==> src/rtl/line_responder_if.sv <==
// line_responder_if: requester strobe/response and backend word-bus signals of line_responder.
interface line_responder_if #(parameter int ADDR_W = 27);
    logic              req_enable;
    logic              req_read;
    logic [ADDR_W-1:0] req_addr;
    logic [127:0]      req_wdata;
    logic              resp_available;
    logic [127:0]      resp_data;
    logic              mem_req;
    logic              mem_we;
    logic [ADDR_W-1:0] mem_addr;
    logic [31:0]       mem_wdata;
    logic              mem_ack;
    logic [31:0]       mem_rdata;
    logic              busy;
    logic              err_overflow;
    modport slave (
        input  req_enable, req_read, req_addr, req_wdata, mem_ack, mem_rdata,
        output resp_available, resp_data, mem_req, mem_we, mem_addr, mem_wdata, busy, err_overflow
    );
    modport master (
        output req_enable, req_read, req_addr, req_wdata, mem_ack, mem_rdata,
        input  resp_available, resp_data, mem_req, mem_we, mem_addr, mem_wdata, busy, err_overflow
    );
endinterface

==> src/rtl/line_responder.sv <==
// line_responder: queues 128-bit line reads/writes in a 2-entry FIFO and runs each as four 32-bit backend beats.
module line_responder #(parameter int ADDR_W = 27) (
    input logic              clk,
    input logic              rstn,
    line_responder_if.slave  bus
);
    typedef enum logic [1:0] {IDLE, BEAT, RESP} state_t;
    state_t                  r_state, w_next;
    logic [1:0]              r_rd;
    logic [1:0][ADDR_W-5:0]  r_line;
    logic [1:0][127:0]       r_wd;
    logic                    r_wp, r_rp;
    logic [1:0]              r_cnt;
    logic [1:0]              r_beat;
    logic [95:0]             r_rbuf;
    logic [127:0]            r_resp;
    logic                    r_ovf;
    logic                    w_beat_on, w_cur_rd, w_last, w_pop, w_push, w_more;
    assign w_beat_on = r_state == BEAT;
    assign w_cur_rd  = r_rd[r_rp];
    assign w_last    = w_beat_on && bus.mem_ack && r_beat == 2'd3;
    assign w_pop     = w_last;
    // the head entry stays queued until its last beat, so a pop that cycle frees a slot
    assign w_push    = bus.req_enable && (r_cnt != 2'd2 || w_pop);
    assign w_more    = ({1'b0, w_pop} < r_cnt) || w_push;
    always_comb begin
        w_next = (w_beat_on && !w_last) ? BEAT : (w_beat_on && w_cur_rd) ? RESP : w_more ? BEAT : IDLE;
    end
    assign bus.mem_req        = w_beat_on;
    assign bus.mem_we         = w_beat_on && !w_cur_rd;
    assign bus.mem_addr       = w_beat_on ? {r_line[r_rp], r_beat, 2'b00} : '0;
    assign bus.mem_wdata      = bus.mem_we ? r_wd[r_rp][{r_beat, 5'd0} +: 32] : '0;
    assign bus.resp_available = r_state == RESP;
    assign bus.resp_data      = r_resp;
    assign bus.busy           = r_cnt != 2'd0 || r_state != IDLE;
    assign bus.err_overflow   = r_ovf;
    always_ff @(posedge clk or negedge rstn) begin
        if (!rstn) begin
            r_state <= IDLE;
            r_rd    <= '0;
            r_line  <= '0;
            r_wd    <= '0;
            r_wp    <= 1'b0;
            r_rp    <= 1'b0;
            r_cnt   <= '0;
            r_beat  <= '0;
            r_rbuf  <= '0;
            r_resp  <= '0;
            r_ovf   <= 1'b0;
        end else begin
            r_state <= w_next;
            if (w_push) begin
                r_rd[r_wp]   <= bus.req_read;
                r_line[r_wp] <= bus.req_addr[ADDR_W-1:4];
                r_wd[r_wp]   <= bus.req_wdata;
                r_wp         <= ~r_wp;
            end
            if (w_pop) r_rp <= ~r_rp;
            r_cnt <= r_cnt + {1'b0, w_push} - {1'b0, w_pop};
            if (bus.req_enable && !w_push) r_ovf <= 1'b1;
            if (w_beat_on && bus.mem_ack) begin
                r_beat <= r_beat + 2'd1;
                if (w_cur_rd && w_last) r_resp <= {bus.mem_rdata, r_rbuf};
                else if (w_cur_rd) r_rbuf[{r_beat, 5'd0} +: 32] <= bus.mem_rdata;
            end
        end
    end
endmodule
==> src/flat_wrapper.sv <==
// flat-port wrapper written by rule: the top's interface ports become plain ports
module line_responder_flat 
#(parameter int ADDR_W = 27)
  (clk, rstn, bus_req_enable, bus_req_read, bus_req_addr, bus_req_wdata, bus_mem_ack, bus_mem_rdata, bus_resp_available, bus_resp_data, bus_mem_req, bus_mem_we, bus_mem_addr, bus_mem_wdata, bus_busy, bus_err_overflow);
  line_responder_if #(.ADDR_W(ADDR_W)) bus_i ();
  input logic clk;
  input logic rstn;
  input wire logic [$bits(bus_i.req_enable)-1:0] bus_req_enable;
  input wire logic [$bits(bus_i.req_read)-1:0] bus_req_read;
  input wire logic [$bits(bus_i.req_addr)-1:0] bus_req_addr;
  input wire logic [$bits(bus_i.req_wdata)-1:0] bus_req_wdata;
  input wire logic [$bits(bus_i.mem_ack)-1:0] bus_mem_ack;
  input wire logic [$bits(bus_i.mem_rdata)-1:0] bus_mem_rdata;
  output wire logic [$bits(bus_i.resp_available)-1:0] bus_resp_available;
  output wire logic [$bits(bus_i.resp_data)-1:0] bus_resp_data;
  output wire logic [$bits(bus_i.mem_req)-1:0] bus_mem_req;
  output wire logic [$bits(bus_i.mem_we)-1:0] bus_mem_we;
  output wire logic [$bits(bus_i.mem_addr)-1:0] bus_mem_addr;
  output wire logic [$bits(bus_i.mem_wdata)-1:0] bus_mem_wdata;
  output wire logic [$bits(bus_i.busy)-1:0] bus_busy;
  output wire logic [$bits(bus_i.err_overflow)-1:0] bus_err_overflow;
  assign bus_i.req_enable = bus_req_enable;
  assign bus_i.req_read = bus_req_read;
  assign bus_i.req_addr = bus_req_addr;
  assign bus_i.req_wdata = bus_req_wdata;
  assign bus_i.mem_ack = bus_mem_ack;
  assign bus_i.mem_rdata = bus_mem_rdata;
  assign bus_resp_available = bus_i.resp_available;
  assign bus_resp_data = bus_i.resp_data;
  assign bus_mem_req = bus_i.mem_req;
  assign bus_mem_we = bus_i.mem_we;
  assign bus_mem_addr = bus_i.mem_addr;
  assign bus_mem_wdata = bus_i.mem_wdata;
  assign bus_busy = bus_i.busy;
  assign bus_err_overflow = bus_i.err_overflow;
  line_responder #(.ADDR_W(ADDR_W)) u_core (.clk(clk), .rstn(rstn), .bus(bus_i));
endmodule
==> config.mk <==
export PLATFORM = sky130hd
export DESIGN_NAME = line_responder_flat
export DESIGN_NICKNAME = d
export VERILOG_FILES = /design/src/rtl/line_responder_if.sv /design/src/rtl/line_responder.sv /design/src/flat_wrapper.sv
export SDC_FILE = /design/constraint.sdc
export NUM_CORES = 1
export LEC_CHECK = 0
export CAP_MARGIN = 20
export CORE_MARGIN = 4
export CORE_UTILIZATION = 54
export CTS_CLUSTER_DIAMETER = 120
export DETAILED_ROUTE_END_ITERATION = 6
export PLACE_DENSITY = 0.81
export REMOVE_ABC_BUFFERS = 1
export SYNTH_ARGS = -nofsm -noshare
export SYNTH_HDL_FRONTEND = slang
export SYNTH_SLANG_ARGS = --single-unit
==> constraint.sdc <==
create_clock -name clk -period 2.8 [get_ports clk]
set_input_delay 0.7 -clock clk [delete_from_list [all_inputs] [get_ports clk]]
set_output_delay 0.7 -clock clk [all_outputs]
set_load 0.005 [all_outputs]
==> reports/metrics.yaml <==
post-synth-top-count-cell: "dfrtp_1"
core_area_sq_mm: 0.0431
critPathMaxFanout: 7
numCtsBuffers: 56
grt_start_max_net_pins: 82
cp-startpoint: "u_core.r_rp$_DFFE_PN0P_"
max-vdd-ir-drop_mv: 0.764
async_reset_ff_frac: 1.00
fin_skew_ns: 0.0152
die_width_um: 217
fin_setup_tns_ns: -3.59
cts_num_sinks: 537
hold_buffers: 0
r2r-end: "u_core.bus.resp_data[95]$_DFFE_PN0P_"
end_kind: "primary output"
cts_tree: "yes"
setup_violations: 34
wirelength_mm: 63.7
grt_pass1_wl_mm: 98.3
reg2reg_depth: 8
reg2reg_from: "u_core.r_rp$_DFFE_PN0P_"
synth-seq-cells: 537
start_kind: "register"
yosys.cell_types.count: 36
required_ns: 2.10
die-area_sq_mm: 0.0469
leakage_uw: 0.0136
layout_min_cycle_time_ns: 2.98
crit_type: "reg2out"
synthCells: 1686
setup_slack_ns: -0.175
synthTopCellsByArea: "dfrtp_1 57%, mux2_2 21%, mux2i_1 7.8%, mux2_1 2.6%, inv_1 1.7%"
fillers: 2725
place_area_sq_mm: 0.0284
yosysWarnings: 0
avgSynthCellArea_sq_um: 13.9
dp_hpwl_mm: 38.9
synth_common_cells: "537 x dfrtp_1, 442 x mux2_2, 183 x mux2i_1"
arrival_ns: 2.28
fp-row-count: 76
grt_usage: 0.266
finalHoldViolations: 0
routedWlPerCell_um: 23.0
ant_nets: 0
synth_edf_count: 0
drv_cap: 0
hold_slack_ns: 0.0897
status: "finished, violations left"
grt_pass1_vias: 17207
ys_seq_area_frac: 0.572
start_util: 0.545
violations: "negative setup slack"
antenna_found_initial: 5
seqCellArea_sq_mm: 0.0134
drt_iter0_markers: 944
rsz0062_at_grt: "true"
endpoint: "bus_mem_wdata[2]"
via_count: 15320
min_period_over_period: 1.06
multiInputGateArea_sq_mm: 0.00953
htree_levels: 2
fmax_mhz: 336
wl_met1_mm: 25.4
io_buffers: 377
cts.path.max_buffers: 3
fin_area_sq_mm: 0.0315
finalNetCount: 2340
clk_pin_slew_ns: 0.06
routed_via_density: 5.52
cts-root-buf: "clkbuf_16"
clock_latency_ns: 0.60
wl_met3_mm: 5.01
slew-limit-headroom: 0.574
synthDominantCellAreaShare: 0.572
wl_met2_mm: 31.9
drtPass1Iterations: 5
routed.top_layer: "met5"
synth_area_sq_mm: 0.0235
grt_overflow: 0
drc: 0
report.final.slew_viol_count: 0
drive_above_1_share: 0.365
synth-main-ff-cell: "dfrtp_1"
synth_largest_area_cell: "dfrtp_1"
max_slew.worst_pin.slew_ns: 0.639
hold_path.class: "in2async"
gp_congestion: 0.789
reg2reg_slack_ns: 0.38
die_h_um: 217
area_growth_pct: 34.0
ios: 384
cellPowerDensity_mw_per_mm2: 1290
cells in the final DEF (no fill, tap or decap), types with 33 or more instances in the layout:
cell type	n
mux2_2	431
mux2_1	55
clkbuf_16	60
clkdlybuf4s50_1	317
a22o_1	33
buf_12	51
dfrtp_1	534
mux2i_1	179
inv_1	102
buf_4	45
buf_2	36
nand2_1	97
state kept, by name, summed over array words and instances, names as in the netlist:
name,cells
u_core.r_wp,1
u_core.r_beat,2
u_core.r_line,46
u_core.r_state,2
u_core.bus.err_overflow,1
u_core.r_cnt,2
u_core.r_rd,2
u_core.r_wd,256
u_core.bus.resp_data,128
u_core.r_rp,1
u_core.r_rbuf,96
cell families (layout without fill, tap and decap cells):
family,count (synthesis),after routing,share of synthesized area
other,1,4,0.000160
and+or+nand+nor,175,176,0.0351
adders and majority gates,8,8,0.00426
xor gates and xnor gates,5,5,0.00186
muxes,682,682,0.318
DFF,537,537,0.572
buffers and inverters,208,708,0.0453
AOI/OAI and AO/OA,70,70,0.0232
metal layers:
metal  vias up  global-route usage
met1      7941               0.331
li1       6792                   -
met4         6              0.0689
met5         -                   0
met2       479               0.453
met3       102              0.0840
final cells by class:
| cell class | count | share of cell area |
|---|---|---|
| multi-input cells | 943 | 0.303 |
| flip-flops and latches | 537 | 0.427 |
| well taps | 585 | 0.0233 |
| clock inverters | 21 | 0.00748 |
| repair buffers | 498 | 0.172 |
| diodes | 2 | 0.000159 |
| clock buffers | 85 | 0.0547 |
| inverters | 104 | 0.0124 |
critical path: stages, from the launching register on:
cell	delay, ns
dfrtp_4	0.50
buf_12	0.15
buf_12	0.14
buf_16	0.14
buf_12	0.13
mux2_2	0.27
o22ai_2	0.15
nor3_2	0.07
buf_2	0.12
worst min-delay path by stage:
stage	slack (ns)	end	from
2_1_floorplan	0.40	u_core.bus.err_overflow$_DFFE_PN0P_	rstn
3_3_place_gp	0.46	u_core.r_wd[184]$_DFFE_PN0P_	u_core.r_wd[184]$_DFFE_PN0P_
3_5_place_dp	0.47	u_core.r_wd[55]$_DFFE_PN0P_	u_core.r_wd[55]$_DFFE_PN0P_
4_1_cts	0.09	u_core.r_wd[222]$_DFFE_PN0P_	rstn
5_1_grt	0.09	u_core.r_wd[222]$_DFFE_PN0P_	rstn
6_report	0.09	u_core.r_wd[222]$_DFFE_PN0P_	rstn
power breakdown:
| part | total, uW | switching, uW | internal, uW |
|---|---|---|---|
| registers | 13800 | 2140 | 11700 |
| logic | 19100 | 8330 | 10800 |
| clock network | 7750 | 3130 | 4620 |
stage by stage:
stage	setup slack [ns]	total power, uW	util	std cells
2_1_floorplan	-6.26	22200	-	1583
3_3_place_gp	0.0118	29900	0.660	2620
3_5_place_dp	0.0393	30700	0.660	2620
4_1_cts	-0.316	39900	0.725	2761
5_1_grt	-0.239	42900	0.730	2775
6_report	-0.175	40700	0.730	2775
what timing repair did:
item,CTS,global route
gates resized for setup,259,90
pin swaps,42,28
setup endpoints to repair,59,42
gates cloned,13,3
setup buffers,23,13
No activity file was read; power rests on OpenSTA's default activity.
